--- src/rtl/seq_divider_pkg.sv ---
// Shared definitions for the sequential restoring divider: FSM states and
// the iteration counter width helper.
package seq_divider_pkg;

  typedef enum logic [1:0] {
    IDLE = 2'd0,
    RUN  = 2'd1,
    DONE = 2'd2
  } div_state_t;

  // The counter must be able to hold N itself, hence N+1 distinct values.
  function automatic int cnt_width(input int n);
    return $clog2(n + 1);
  endfunction

endpackage

--- src/rtl/seq_divider_div_step.sv ---
// One restoring-division iteration: shift the next dividend bit into the
// partial remainder and subtract the divisor if it fits.
module div_step
  import seq_divider_pkg::*;
#(
  parameter int N = 32
) (
  input  logic [N-1:0] r,
  input  logic         q_msb,
  input  logic [N-1:0] d,
  output logic [N-1:0] r_next,
  output logic         q_bit
);

  logic [N:0] s;
  logic [N:0] t;

  // One extra bit keeps the shifted remainder from overflowing before the compare.
  assign s      = {r, q_msb};
  assign t      = s - {1'b0, d};
  assign q_bit  = ~t[N];
  assign r_next = t[N] ? s[N-1:0] : t[N-1:0];

endmodule

--- src/rtl/seq_divider.sv ---
// Multi-cycle unsigned divider producing one quotient bit per clock, with a
// start/ready handshake and a one-cycle done pulse.
module seq_divider
  import seq_divider_pkg::*;
#(
  parameter int N = 32
) (
  input  logic         clk,
  input  logic         rst,
  input  logic         start,
  input  logic [N-1:0] dividend,
  input  logic [N-1:0] divisor,
  output logic         ready,
  output logic         done,
  output logic [N-1:0] quotient,
  output logic [N-1:0] remainder,
  output logic         div_by_zero
);

  localparam int CW = cnt_width(N);

  div_state_t    state, state_next;
  logic [CW-1:0] cnt;
  logic [N-1:0]  r_reg;
  logic [N-1:0]  q_reg;
  logic [N-1:0]  d_reg;
  logic [N-1:0]  r_next;
  logic          q_bit;
  logic          accept;
  logic          last_iter;
  logic [N-1:0]  q_shifted;

  assign ready     = (state == IDLE);
  assign done      = (state == DONE);
  assign accept    = ready && start;
  assign last_iter = (cnt == CW'(1));
  assign q_shifted = {q_reg[N-2:0], q_bit};

  div_step #(.N(N)) u_step (
    .r      (r_reg),
    .q_msb  (q_reg[N-1]),
    .d      (d_reg),
    .r_next (r_next),
    .q_bit  (q_bit)
  );

  always_ff @(posedge clk) begin
    if (rst) state <= IDLE;
    else     state <= state_next;
  end

  always_comb begin
    state_next = state;
    case (state)
      IDLE:    if (start) state_next = (divisor == '0) ? DONE : RUN;
      RUN:     if (last_iter) state_next = DONE;
      DONE:    state_next = IDLE;
      default: state_next = IDLE;
    endcase
  end

  // Result registers load only on the edge that enters DONE, so they stay
  // stable across the whole next operation until its own completion.
  always_ff @(posedge clk) begin
    if (rst) begin
      cnt         <= '0;
      r_reg       <= '0;
      q_reg       <= '0;
      d_reg       <= '0;
      quotient    <= '0;
      remainder   <= '0;
      div_by_zero <= 1'b0;
    end else if (accept) begin
      d_reg <= divisor;
      r_reg <= '0;
      q_reg <= dividend;
      cnt   <= CW'(N);
      if (divisor == '0) begin
        quotient    <= '1;
        remainder   <= dividend;
        div_by_zero <= 1'b1;
      end
    end else if (state == RUN) begin
      r_reg <= r_next;
      q_reg <= q_shifted;
      cnt   <= cnt - CW'(1);
      if (last_iter) begin
        quotient    <= q_shifted;
        remainder   <= r_next;
        div_by_zero <= 1'b0;
      end
    end
  end

endmodule

--- config.mk ---
export PLATFORM = sky130hd
export DESIGN_NAME = seq_divider
export DESIGN_NICKNAME = d
export VERILOG_FILES = /design/src/rtl/seq_divider_pkg.sv /design/src/rtl/seq_divider_div_step.sv /design/src/rtl/seq_divider.sv
export SDC_FILE = /design/constraint.sdc
export NUM_CORES = 1
export LEC_CHECK = 0
export ABC_AREA = 0
export ABC_CLOCK_PERIOD_IN_PS = 4500
export CORE_MARGIN = 4
export CORE_UTILIZATION = 45
export DETAILED_ROUTE_END_ITERATION = 8
export GPL_TIMING_DRIVEN = 0
export PLACE_DENSITY_LB_ADDON = 0.05
export SLEW_MARGIN = 40
export SYNTH_ARGS = -nofsm -noshare
export SYNTH_HDL_FRONTEND = slang
export SYNTH_SLANG_ARGS = --single-unit
--- constraint.sdc ---
create_clock -name clk -period 4.5 [get_ports clk]
set_clock_uncertainty 0.05 [all_clocks]
set_input_delay 0.675 -clock clk [delete_from_list [all_inputs] [get_ports clk]]
set_output_delay 0.675 -clock clk [all_outputs]
set_load 0.01 [all_outputs]
======== After elaboration in Yosys (flattened, before gate mapping) ========
Cells that the tools add are included.
word-level totals
  flip-flop bits (word level) ............. 169
  bits of input ports ..................... 67
  output and inout port bits .............. 67
  logic and storage cells ................. 47
cells by class
  add/subtract/negate cells ............... 2
  eq/ne operators ......................... 6
  mux-type cells .......................... 21
  bitwise gates (word level) .............. 1
  reductions and logical operators ........ 8
operator list
  cell                 count
  $mux 32              11
  $sub 33x32->33       1
  $logic_not 32->1     1
  $mux 6               2
  $eq 6x1->1 const B   1
  $mux 2               3
  $sub 6x1->6 const B  1
  $mux 1               4
  $ne 2x2->1 const B   2
  $pmux 2 s2           1
  $reduce_bool 2->1    2
  $reduce_and 3->1     1
  $eq 2x1->1 const B   1
  $eq 2x2->1 const B   1
  $logic_not 2->1      1
  $ne 2x1->1 const B   1
  $reduce_and 2->1     1
  $reduce_or 2->1      1
  $logic_and 1x1->1    1
  $not 1->1            1

======== Logic depth before layout (Yosys ltp) ========
Gate-level depths: netlist (run 1).
  word-level depth ........................ 5
  depth in mapped cells ................... 14
  gate-level depth less buffers ........... 12

======== Cells and area by module ========
Synthesis (run 1) repeated with hierarchy kept, for this count alone.
unflattened totals
  cells, all modules ...................... 1189
  area total of the unflattened synthesis .. 9564.2 sq um
modules (own cells, without submodules)
  module       instances  cells each  area each (sq um)  seq. area each (sq um)
  seq_divider  1          884         7205.7             3383.2
  div_step     1          305         2358.5             0.0

======== Worst setup path after synthesis (run 1) ========
OpenSTA, ideal clock, no wires.
  kind .................................... reg2reg
  start point ............................. register q_reg[31]
  end point ............................... register r_reg[24]
  library setup time ...................... 0.132 ns
  arrival time ............................ 3.012 ns
  data required time ...................... 4.318 ns
  slack ................................... 1.305 ns
  stages on the path, launching flop included .. 15
  buffers on the path ..................... 2
  clock period less this slack ............ 3.195 ns
  cell sequence ........................... dfxtp_1 > inv_1 > ha_1 > fa_1 > nor2b_1 > o31ai_2 > a2111oi_4 > o21ai_1 > a21o_1 > and4b_1 > buf_2 > nor3_4 > buf_4 > mux2i_1 > a21oi_1
on the way
  word-level cells in the longest chain between the ends .. 2
ends and longest elaborated chain
  item                      RTL line                    RTL
  start: declaration        seq_divider.sv:25           logic [N-1:0] q_reg;
  start signal: assignment  seq_divider.sv:76           q_reg <= dividend;
  start signal: assignment  seq_divider.sv:85           q_reg <= q_shifted;
  $sub 33x32->33            seq_divider_div_step.sv:20  assign t = s - {1'b0, d};
  $mux 32                   seq_divider_div_step.sv:22  assign r_next = t[N] ? s[N-1:0] : t[N-1:0];
  end signal: assignment    seq_divider.sv:84           r_reg <= r_next;
  end: declaration          seq_divider.sv:24           logic [N-1:0] r_reg;
Every way passes these cells.
A chain may end at the register's enable or synchronous reset.

======== Worst setup path after layout (run 1) ========
  start point ............................. input port divisor[31]
  end point ............................... register quotient[0]
on the way
  word-level cells in the longest chain between the ends .. 3
ends and longest elaborated chain
  item                        RTL line           RTL
  start: declaration          seq_divider.sv:12  input logic [N-1:0] divisor,
  $logic_not 32->1            seq_divider.sv:78  if (divisor == '0) begin
  $ne 2x1->1 (no line)        --
  $reduce_and 3->1 (no line)  --
  end signal: assignment      seq_divider.sv:88  quotient <= q_shifted;
  end: declaration            seq_divider.sv:15  output logic [N-1:0] quotient,
Every way passes these cells.

==> results.md, run 1 <==
* CP Capture Type: register
* Die X at approximately 150 µm
* Post-cts repair resize count at 0
* Antenna violations before repair at 0
* Num CTS Buffers at 17
* Clock latency on the worst-skew pair at approximately 0.44 ns
* Global-route wire length before repair at 44400 µm
* Wl on met1 at roughly 13000 µm
* H-Tree Depth at 4
* FF-to-FF Start: q_reg[31]
* Post-CTS setup repair buffer count at 0
* Post-synth top area cell: dfxtp_1
* Synth cell types at between 60 and 70
* DRC viols at 0
* Max frequency at 0.248 GHz
* Proportion of layout cells with a drive suffix above 1 at 6.65%
* Drt wl/cell at about 19 µm
* CTS tree: done
* Worst-path clk slew at roughly 0.07 ns
* Die height at roughly 150 µm
* Worst slew pin tran at ~0.75 ns
* Unrepaired setup endpoints after global routing: no
* Final hold vios at 0
* Diodes inserted at 0
* Routed vias/inst at roughly 5.7
* Critical Path Stages at 10
* Sequential fraction of the synthesis area at 38.8%
* Placer Congestion at ~0.9
* Buf/Inv on CP at 3
* Placement Rows at 50
* R2R cell count at 14
* #FFs+latches synth at about 170
* Layout area overhead at 25.4%
* First drt pass iteration count at 5
* Root Buffer: clkbuf_16
* Status: complete, no violations
* Fin crit share at 89.8%
* Worst setup endpoint: quotient[0]
* I/O pins at 134
* DP HPWL at roughly 22000 µm
* Placed Cells at 1476
* Largest net degree at the start of global routing at 18
* Total grt overflow at 0
* CTS Hold Buffers Added at 0
* Port Buffers at 132
* Yosys Warn Count at 0
* Via count at around 8600
* Critical Path AT at ~4.4 ns
* CP max-delay cell: nor4_1
* Slew HR at 50.1%
* Synth area leaders: dfxtp_1 39%, nand2_1 7.6%, a21oi_1 6.9%
* Post-Layout Cell Count at ~1500
* Multi-input logic area at a little under 5000 µm²
* Flop2flop setup slack at roughly 0.48 ns
* VDD IR max at about 0.3 mV
* Synth Net Count at around 1200
* Nets at 1337
* EDFF count, synth at 0
* Async set-reset flop share out of synthesis at 0%
* Synth Instances at approximately 1100
* Post-synth top area share at about two fifths
* Final WS setup at about 0.46 ns
* Terminus of the critical flop-to-flop path: r_reg[24]
* Number of fillers in the final layout at ~1900
* Worst endpoint required time at 4.81 ns
* Highest metal used: met4
* Starting Density at 46.2%
* First DRT Iteration DRCs at 680
* Startpoint types: input port
* LEAKAGE at 4.01 nW
* Setup violators final at 0
* Syn Std Cell Area at 8720 µm²
* Storage cell area at roughly 3400 µm²
* Met2 wire len at between 10000 and 15000 µm
* Met3 Routed Length at 2030 µm
* Die area at 21700 µm²
* Final ANT Viol Nets at 0
* Vias in the first global route at 8091
* Place WS at -0.0266 ns
* Period minus WS final at between 4 and 5 ns
* CP Launch Point: divisor[31]
* Gr usage total at 25.9%
* Post-synth top flop: dfxtp_1
* Syn avg cell area at slightly above 8 µm²
* CP Max Fanout at 10
* Crit path cell chain: clkdlybuf4s50_1 -> nor4_1 -> nand4_1 -> nor2_1 -> nand2_1 -> nand2_1 -> clkbuf_1 -> buf_1 -> nor2_1 -> a211oi_1
* Clk sinks at roughly 170
* Worst min path class: register to register
* CTS Buffer Depth at 2
* Kind of critical path: input port to register
* CP top delay family: simple AND/OR/NAND/NOR gates
* Slowest cell delay on critical path at approximately 0.64 ns
* WL final at 28400 µm
* Pwr/cell area at roughly 420 nW/µm²
* Total chip power at 4.57 mW
* # Max-Cap Violations at 0
* Placeable Area at 18900 µm²
* Min Hold Slack at a little over 0.4 ns
* Max Transition Viols Final at 0
## worst min path at each step
stage,to,from,cells past startpoint,slack [ns]
3_5_place_dp,d_reg[9],d_reg[9],2,0.40
6_report,d_reg[14],d_reg[14],2,0.40
3_3_place_gp,d_reg[18],d_reg[18],2,0.39
4_1_cts,d_reg[9],d_reg[9],2,0.41
2_1_floorplan,d_reg[10],d_reg[10],2,0.39
5_1_grt,d_reg[9],d_reg[9],2,0.42
## synth_stat cells, drive strengths merged, types with 3 or more instances
library cell  number
ha                34
a22oi             19
and3               3
nand2b             3
xnor2             17
o21ai             66
o221a             31
a21oi            121
o32ai              4
clkbuf            69
dfxtp            169
nand4             12
o21bai             7
inv               46
nand2            176
o31a               7
and4               3
nor2              57
a211oi            11
nand3             18
a21o              16
nor2b              4
o21a               6
nor4b             15
a31oi             38
mux2               3
buf               15
nor3              27
a41oi              6
o2111ai            3
o211ai             6
xor2              12
nor4              18
mux2i             17
## layout by cell type, fill, tap and decap left out, types with 6 or more instances in the layout
master,netlist,routed
nor3_1,26,26
a41oi_1,6,6
xor2_1,12,12
o31a_1,7,7
clkdlybuf4s50_1,0,132
nand4_1,12,12
o21bai_1,7,7
a31oi_1,38,38
a211oi_1,11,11
o211ai_1,6,6
o21ai_0,56,56
nand3_1,18,18
o221a_2,31,31
o21ai_1,10,10
xnor2_1,17,17
nor4b_1,15,15
a22oi_1,19,19
buf_1,9,9
inv_1,45,45
nor4_1,18,18
clkbuf_1,67,66
clkbuf_16,0,17
o21a_1,6,6
nand2_1,176,176
a21oi_1,121,121
ha_1,34,34
dfxtp_1,169,169
nor2_1,57,57
mux2i_1,17,17
a21o_1,16,16
## routing by layer
layer / global-route usage (%) / vias to the layer above
met2: 42.0 / 314
met4: 8.71 / 0
met5: 0 / -
li1: - / 4261
met3: 4.75 / 50
met1: 34.8 / 3952
## cells by family (layout without fill, tap and decap cells)
kind of cell | Yosys count | in the layout | synth area share (%)
AOI/OAI and AO/OA | 358 | 358 | 27.0
and+or+nand+nor | 343 | 343 | 18.0
DFF | 169 | 169 | 38.8
buffers and inverters | 130 | 294 | 5.81
adders and majority gates | 35 | 35 | 5.11
xor gates and xnor gates | 29 | 29 | 2.91
muxes | 20 | 20 | 2.34
## metrics by stage
step	area, µm²	utilization [%]	setup TNS, ns
floorplan	8720	-	0
global placement	10400	54.9	-0.0286
detailed placement	10400	54.9	-0.0266
CTS	10900	57.9	0
global route	10900	57.9	0
finish	10900	57.9	0
## worst reg2reg max path: stages, from the launching register on
cell	delay, ns
dfxtp_1	0.34
inv_1	0.09
ha_1	0.24
fa_1	0.42
nor2b_1	0.22
o31ai_2	0.14
a2111oi_4	0.40
o21ai_1	0.17
a21o_1	0.26
and4b_1	0.22
buf_2	0.16
nor3_4	0.36
buf_4	0.29
mux2i_1	0.40
a21oi_1	0.12
## power by group
group	leakage [nW]	internal (mW)	switching, mW
Clock	0.260	0.731	0.697
Sequential	1.38	1.58	0.0699
Combinational	2.38	0.556	0.938
## layout make-up
cell class / instances / area share, %
timing repair buffer: 132 / 12.1
inverter: 46 / 1.58
sequential: 169 / 30.9
clock buffer: 18 / 3.92
multi-input combinational: 785 / 44.2
buffer: 84 / 3.08
clock inverter: 14 / 1.22
tap: 260 / 2.97
Note: power is estimated with default switching activity, not from simulation.
==> inputs of run 2 (changes only) <==
Settings changed: CTS_CLUSTER_SIZE from default to 28, SYNTH_HIERARCHICAL from default to 1.
==> run 2 against run 1 <==
Against the previous run: final cell count grew 8.1%; sequential share of layout area decreased by 2.5 points; utilization down 1.2 points; flip-flop and latch count unchanged; setup slack worse by 0.22 ns; critical path type is now register to register; largest power group unchanged.
==> results.md, run 2 <==
* I/O pins at 134 (unchanged)
* Async set-reset flop share out of synthesis at 0% (unchanged)
* Drt wl/cell at 17.4 µm (was 18.8 µm)
* Fin crit share at 94.7% (was 89.8%)
* Synth Net Count at 1291 (was 1186)
* Post-synth top flop: dfxtp_1 (unchanged)
* Pwr/cell area at 390 nW/µm² (was 418 nW/µm²)
* Post-CTS setup repair buffer count at 0 (unchanged)
* Via count at 9083 (was 8577)
* Most frequent cell after synthesis: nand2_1 (unchanged)
* WHS Path Cells at 2 (unchanged)
* Starting Density at 45.6% (was 46.2%)
* Placer Congestion at 0.890 (was 0.909)
* Die X at 154 µm (was 147 µm)
* Period minus WS final at 4.26 ns (was 4.04 ns)
* Most frequent cells after synthesis: 243 x nand2_1, 169 x dfxtp_1, 97 x a21oi_1 (was 176 x nand2_1, 169 x dfxtp_1, 121 x a21oi_1)
* Setup violators final at 0 (unchanged)
* Synth cell types at 77 (was 61)
* Placeable Area at 21000 µm² (was 18900 µm²)
* Largest net degree at the start of global routing at 17 (was 18)
* Startpoint types: register (was input port)
* Clock latency on the worst-skew pair at 0.43 ns (was 0.44 ns)
* Yosys Warn Count at 6 (was 0)
* Antenna violations before repair at 0 (unchanged)
* Logic gate share of total power at 30.3% (was 32.7%)
* FF-to-FF Start: q_reg[31] (unchanged)
* Flop2flop setup slack at 0.24 ns (was 0.48 ns)
* P_sw at 1.47 mW (was 1.70 mW)
* Die area at 23600 µm² (was 21700 µm²)
* First drt pass iteration count at 7 (was 5)
* Post-Layout Cell Count at 1630 (was 1508)
* Cell Int Power at 3.16 mW (was 2.87 mW)
* Clk pwr share at 34.5% (was 31.2%)
* DRC viols at 0 (unchanged)
* Commonest non-fill, non-tap cell in the layout: nand2_1 (unchanged)
* Commonest non-fill, non-tap cells in the layout: 243 x nand2_1, 169 x dfxtp_1, 133 x clkdlybuf4s50_1 (was 176 x nand2_1, 169 x dfxtp_1, 132 x clkdlybuf4s50_1)
* Worst endpoint required time at 4.73 ns (was 4.81 ns)
* Vias in the first global route at 8607 (was 8091)
* Syn avg cell area at 8.04 µm² (was 8.05 µm²)
* Total grt overflow at 0 (unchanged)
* Sequential fraction of the synthesis area at 35.4% (was 38.8%)
* CTS Hold Buffers Added at 0 (unchanged)
* CP Capture Type: register (unchanged)
* Synth area leaders: dfxtp_1 35%, nand2_1 9.5%, a21oi_1 5.1% (was dfxtp_1 39%, nand2_1 7.6%, a21oi_1 6.9%)
* # Max-Cap Violations at 0 (unchanged)
* Root Buffer: clkbuf_16 (unchanged)
* Diodes inserted at 0 (unchanged)
* CP Max Fanout at 11 (was 10)
* Post-synth top area cell: dfxtp_1 (unchanged)
* Num CTS Buffers at 17 (unchanged)
* CTS tree: done (unchanged)
* Switching part of the total at 31.8% (was 37.3%)
* Post-cts repair resize count at 0 (unchanged)
* Placed Cells at 1597 (was 1476)
* Proportion of layout cells with a drive suffix above 1 at 9.37% (was 6.65%)
* Nets at 1445 (was 1337)
* Unrepaired setup endpoints after global routing: no (unchanged)
* Final ANT Viol Nets at 0 (unchanged)
* R2R cell count at 18 (was 14)
* WL final at 28300 µm (was 28400 µm)
* Met3 GRT Util at 2.87% (was 4.75%)
* Gr usage total at 23.5% (was 25.9%)
* Sequential share of power at 35.1% (was 36.1%)
* Number of fillers in the final layout at 2053 (was 1873)
* Total chip power at 4.64 mW (was 4.57 mW)
* Worst-path clk slew at 0.07 ns (about the same)
* Min-delay src: d_reg[26] (was d_reg[14])
* H-Tree Depth at 4 (unchanged)
* Worst hold endpoint: d_reg[26] (was d_reg[14])
* Global Route met1 Usage at 33.6% (was 34.8%)
* Critical Path AT at 4.50 ns (was 4.35 ns)
* Kind of critical path: register to register (was input port to register)
* Grt peak-use layer: met2 (unchanged)
* Final hold vios at 0 (unchanged)
* Post-Route Setup TNS at 0 ns (unchanged)
* VDD IR max at 0.219 mV (was 0.309 mV)
* Clk sinks at 169 (unchanged)
* Worst min path class: register to register (unchanged)
* LEAKAGE at 4.55 nW (was 4.01 nW)
* Syn Std Cell Area at 9560 µm² (was 8720 µm²)
* Placement Rows at 53 (was 50)
* Worst slew pin tran at 0.674 ns (was 0.746 ns)
* Die height at 154 µm (was 147 µm)
* Post-synth top area share at 35.4% (was 38.8%)
* Status: complete, no violations (unchanged)
* Global-route wire length before repair at 45400 µm (was 44400 µm)
* Synth Instances at 1189 (was 1084)
* Routed vias/inst at 5.57 (was 5.69)
* First DRT Iteration DRCs at 591 (was 680)
* CTS Buffer Depth at 2 (unchanged)
* Slew HR at 55.0% (was 50.1%)
* Max Transition Viols Final at 0 (unchanged)
* #FFs+latches synth at 169 (unchanged)
* Max frequency at 0.235 GHz (was 0.248 GHz)
* Terminus of the critical flop-to-flop path: remainder[28] (was r_reg[24])
* DP HPWL at 22100 µm (was 22200 µm)
* Routing usage on met2 at 37.6% (was 42.0%)
* EDFF count, synth at 0 (unchanged)
* Port Buffers at 133 (was 132)
* Layout area overhead at 24.3% (was 25.4%)
## run 2: worst max path at each step
stage / start / endpoint / slack, ns / cells past startpoint
finish: q_reg[31] / remainder[28] / 0.24 / 18
global route: q_reg[31] / remainder[26] / 0.1 / 18
CTS: q_reg[31] / remainder[28] / 0.05 / 18
detailed placement: q_reg[31] / remainder[25] / 0.07 / 18
global placement: q_reg[31] / remainder[26] / 0.11 / 18
floorplan: q_reg[31] / remainder[8] / 0.86 / 18
## run 2: area by class of cell
class	instances	area [µm²]	area share, %
Buffer	91	563	4.74
Clock buffer	17	425	3.58
Clock inverter	14	208	1.75
Inverter	38	150	1.26
Multi-Input combinational cell	891	5470	46.0
Sequential cell	169	3380	28.5
Tap cell	275	344	2.89
Timing Repair Buffer	135	1350	11.3
## run 2: through the flow
step,worst slack (ns),hold WS [ns],area (µm²),utilization (%)
finish,0.236,0.404,11900,56.7
global route,0.0971,0.418,11900,56.7
detailed placement,0.0741,0.398,11200,53.6
global placement,0.112,0.393,11200,53.6
floorplan,0.864,0.386,9560,-
CTS,0.0530,0.408,11900,56.7
## run 2: per-layer routing
layer	vias up	wire length, µm
li1	4564	-
met3	29	1540
met1	4223	13800
met5	-	0
met2	267	12600
met4	0	446
## run 2: critical path, stage by stage, from the launching register on
cell and delay (ns):
dfxtp_1 0.42, inv_1 0.07, ha_1 0.23, fa_1 0.42, and2b_1 0.26, o2111ai_2 0.15
a21oi_2 0.22, o2111ai_1 0.26, a211oi_2 0.35, nor2_4 0.11, mux2i_4 0.26, and2_4 0.20
buf_12 0.14, inv_8 0.05, buf_12 0.15, mux2_4 0.30, and3_1 0.16, o21ai_0 0.18
o311ai_1 0.13
## run 2: kinds of logic after synthesis
family | synth area share (%)
simple gates | 20.7
compound gates | 25.4
flops | 35.4
buf+inv | 7.46
fa+ha+maj | 4.66
xor+xnor | 2.66
mux | 3.79
## run 2: power groups by stage
stage	sequential (mW)	combinational, mW	clock (mW)
4_1_cts	1.63	1.39	1.62
2_1_floorplan	1.65	1.02	0
3_3_place_gp	1.66	1.38	0
6_report	1.63	1.41	1.60
5_1_grt	1.64	1.52	1.69
3_5_place_dp	1.66	1.39	0
==> inputs of run 3 (changes only) <==
Settings changed: ABC_CLOCK_PERIOD_IN_PS 4500 to 3800.
Clock period 4.5 ns to 3.8 ns, I/O delays scaled along.
==> run 3 against run 2 <==
Against the previous run: the run now ends with setup timing left; sequential power up 18%; flip-flop and latch count did not move; combinational power is 28% higher; critical path type unchanged; register-to-register slack got worse by 0.24 ns; via count is 1.4% higher; maximum frequency grew 12%.
==> results.md, run 3 (synthesis gave the netlist of run 2 again) <==
* Post-Place Cell Area at 11200 µm² (unchanged)
* Routed vias/inst at 5.60 (was 5.57)
* CP Capture Type: register (unchanged)
* Slowest cell delay on critical path at 0.37 ns (was 0.42 ns)
* Final WS setup at -0.00803 ns (was 0.236 ns)
* Crit path cell chain: inv_2 -> ha_4 -> fa_2 -> and2b_1 -> o2111ai_2 -> a21oi_2 -> o2111ai_2 -> a211oi_2 -> nor2_4 -> mux2i_4 -> and2_4 -> inv_12 -> buf_12 -> buf_12 -> mux2_4 -> and3_4 -> o21ai_2 -> o311ai_2 (was inv_1 -> ha_1 -> fa_1 -> and2b_1 -> o2111ai_2 -> a21oi_2 -> o2111ai_1 -> a211oi_2 -> nor2_4 -> mux2i_4 -> and2_4 -> buf_12 -> inv_8 -> buf_12 -> mux2_4 -> and3_1 -> o21ai_0 -> o311ai_1)
* Placement Rows at 53 (unchanged)
* Status: finished, violations left (was complete, no violations)
* I/O pins at 134 (unchanged)
* Total chip power at 5.64 mW (was 4.64 mW)
* Drt wl/cell at 17.7 µm (was 17.4 µm)
* Layout area overhead at 26.7% (was 24.3%)
* DP HPWL at 22100 µm (unchanged)
* Antenna violations before repair at 0 (unchanged)
* Buf/Inv on CP at 4 (unchanged)
* Die X at 154 µm (unchanged)
* Startpoint types: register (unchanged)
* First DRT Iteration DRCs at 587 (was 591)
* Failing checks: setup timing
* Placed Cells at 1597 (unchanged)
* Setup violators final at 2 (was 0)
* Final ANT Viol Nets at 0 (unchanged)
* Gr usage total at 24.0% (was 23.5%)
* Root Buffer: clkbuf_16 (unchanged)
* Critical Path AT at 4.05 ns (was 4.50 ns)
* CTS Hold Buffers Added at 0 (unchanged)
* H-Tree Depth at 4 (unchanged)
* Max Transition Viols Final at 0 (unchanged)
* Num CTS Buffers at 17 (unchanged)
* Placer Congestion at 0.890 (unchanged)
* Final hold vios at 0 (unchanged)
* Largest net degree at the start of global routing at 17 (unchanged)
* First drt pass iteration count at 5 (was 7)
* CP Max Fanout at 5 (was 11)
* Via count at 9206 (was 9083)
* Storage cell area at 3390 µm² (was 3380 µm²)
* Clk sinks at 169 (unchanged)
* Commonest non-fill, non-tap cell in the layout: nand2_1 (unchanged)
* VDD IR max at 0.275 mV (was 0.219 mV)
* Worst-path clk slew at 0.07 ns (about the same)
* Worst slew pin tran at 0.697 ns (was 0.674 ns)
* Max frequency at 0.263 GHz (was 0.235 GHz)
* # Max-Cap Violations at 0 (unchanged)
* Fin crit share at 100% (was 94.7%)
* Period minus WS final at 3.81 ns (was 4.26 ns)
* Pwr/cell area at 465 nW/µm² (was 390 nW/µm²)
* Total grt overflow at 0 (unchanged)
* Worst min path class: register to register (unchanged)
* Global-route wire length before repair at 46200 µm (was 45400 µm)
* Design Area, Final at 12100 µm² (was 11900 µm²)
* Slew HR at 53.5% (was 55.0%)
* Multi-input logic area at 5570 µm² (was 5470 µm²)
* CTS tree: done (unchanged)
* Port Buffers at 133 (unchanged)
* Die height at 154 µm (unchanged)
* Kind of critical path: register to register (unchanged)
* Min Hold Slack at 0.404 ns (about the same)
* Proportion of layout cells with a drive suffix above 1 at 11.9% (was 9.37%)
* LEAKAGE at 4.61 nW (was 4.55 nW)
* Placeable Area at 21000 µm² (unchanged)
* Unrepaired setup endpoints after global routing: yes (was no)
* CP top delay family: compound AO/OA/AOI/OAI gates (unchanged)
* CP max-delay cell: dfxtp_4 (was dfxtp_1)
* DRC viols at 0 (unchanged)
* WL final at 29000 µm (was 28300 µm)
* Post-Layout Cell Count at 1643 (was 1630)
* CTS Buffer Depth at 2 (unchanged)
* Number of fillers in the final layout at 2033 (was 2053)
* Nets at 1458 (was 1445)
* Worst endpoint required time at 4.04 ns (was 4.73 ns)
* Clock latency on the worst-skew pair at 0.43 ns (about the same)
* Vias in the first global route at 8708 (was 8607)
* Die area at 23600 µm² (unchanged)
* Commonest non-fill, non-tap cells in the layout: 243 x nand2_1, 168 x dfxtp_1, 133 x clkdlybuf4s50_1 (was 243 x nand2_1, 169 x dfxtp_1, 133 x clkdlybuf4s50_1)
* Diodes inserted at 0 (unchanged)
* Starting Density at 45.6% (unchanged)
## run 3: cell count changes in the layout (fill, tap and decap cells not counted), moves of 7 or more
cell     previous run  this run
and3_1             37        29
and3_4              0         8
buf_4              10        22
o21ai_0            33        26
o21ai_2             0         7
## run 3: per-layer routing
metal | vias up | global-route usage (%) | wire length [µm]
met5 | - | 0 | 0
met4 | 0 | 7.06 | 555
met3 | 39 | 3.12 | 1890
met2 | 323 | 38.6 | 13000
met1 | 4263 | 33.9 | 13600
li1 | 4581 | - | -
## run 3: worst paths after layout
check,startpoint,end,slack (ns),cells after the start
hold / removal,d_reg[25],d_reg[25],0.40,2
setup / recovery,q_reg[31],remainder[19],-0.008,18
setup reg to reg,q_reg[31],remainder[19],-0.008,18
hold reg to reg,d_reg[25],d_reg[25],0.40,2
## run 3: area by class of cell
| class | instances | area share, % |
|---|---|---|
| plain buffers | 90 | 4.48 |
| clock buffers | 17 | 3.51 |
| clock inverters | 14 | 1.71 |
| inverters | 38 | 1.28 |
| multi-input cells | 891 | 46.0 |
| flip-flops and latches | 169 | 27.9 |
| well taps | 275 | 2.84 |
| repair buffers | 149 | 12.2 |
## run 3: timing repair
action                     4_1_cts  5_1_grt
cloned                           2        0
pin swaps                        8       10
setup endpoints to repair       59       22
buffers inserted                12        4
resized for setup               21       14
## run 3: worst reg2reg max path, cell delays in order, from the launching register on
cell	delay, ns
dfxtp_4	0.37
inv_2	0.05
ha_4	0.16
fa_2	0.34
and2b_1	0.24
o2111ai_2	0.15
a21oi_2	0.21
o2111ai_2	0.21
a211oi_2	0.34
nor2_4	0.07
mux2i_4	0.23
and2_4	0.25
inv_12	0.06
buf_12	0.13
buf_12	0.13
mux2_4	0.31
and3_4	0.16
o21ai_2	0.12
o311ai_2	0.10
## run 3: stage by stage
step / utilization [%] / setup WS, ns / setup TNS [ns]
after floorplan: - / 0.164 / 0
final: 57.8 / -0.00803 / -0.0122
after global routing: 57.8 / -0.0861 / -0.327
after detailed placement: 53.6 / -0.626 / -19.79
after CTS: 57.6 / 0.00522 / 0
after global placement: 53.6 / -0.588 / -18.58
## run 3: power by group
| part | switching (mW) | internal (mW) | leakage [nW] |
|---|---|---|---|
| Combinational | 0.953 | 0.848 | 2.93 |
| Clock | 0.792 | 1.12 | 0.304 |
| Sequential | 0.0716 | 1.86 | 1.37 |
| Total | 1.82 | 3.82 | 4.61 |
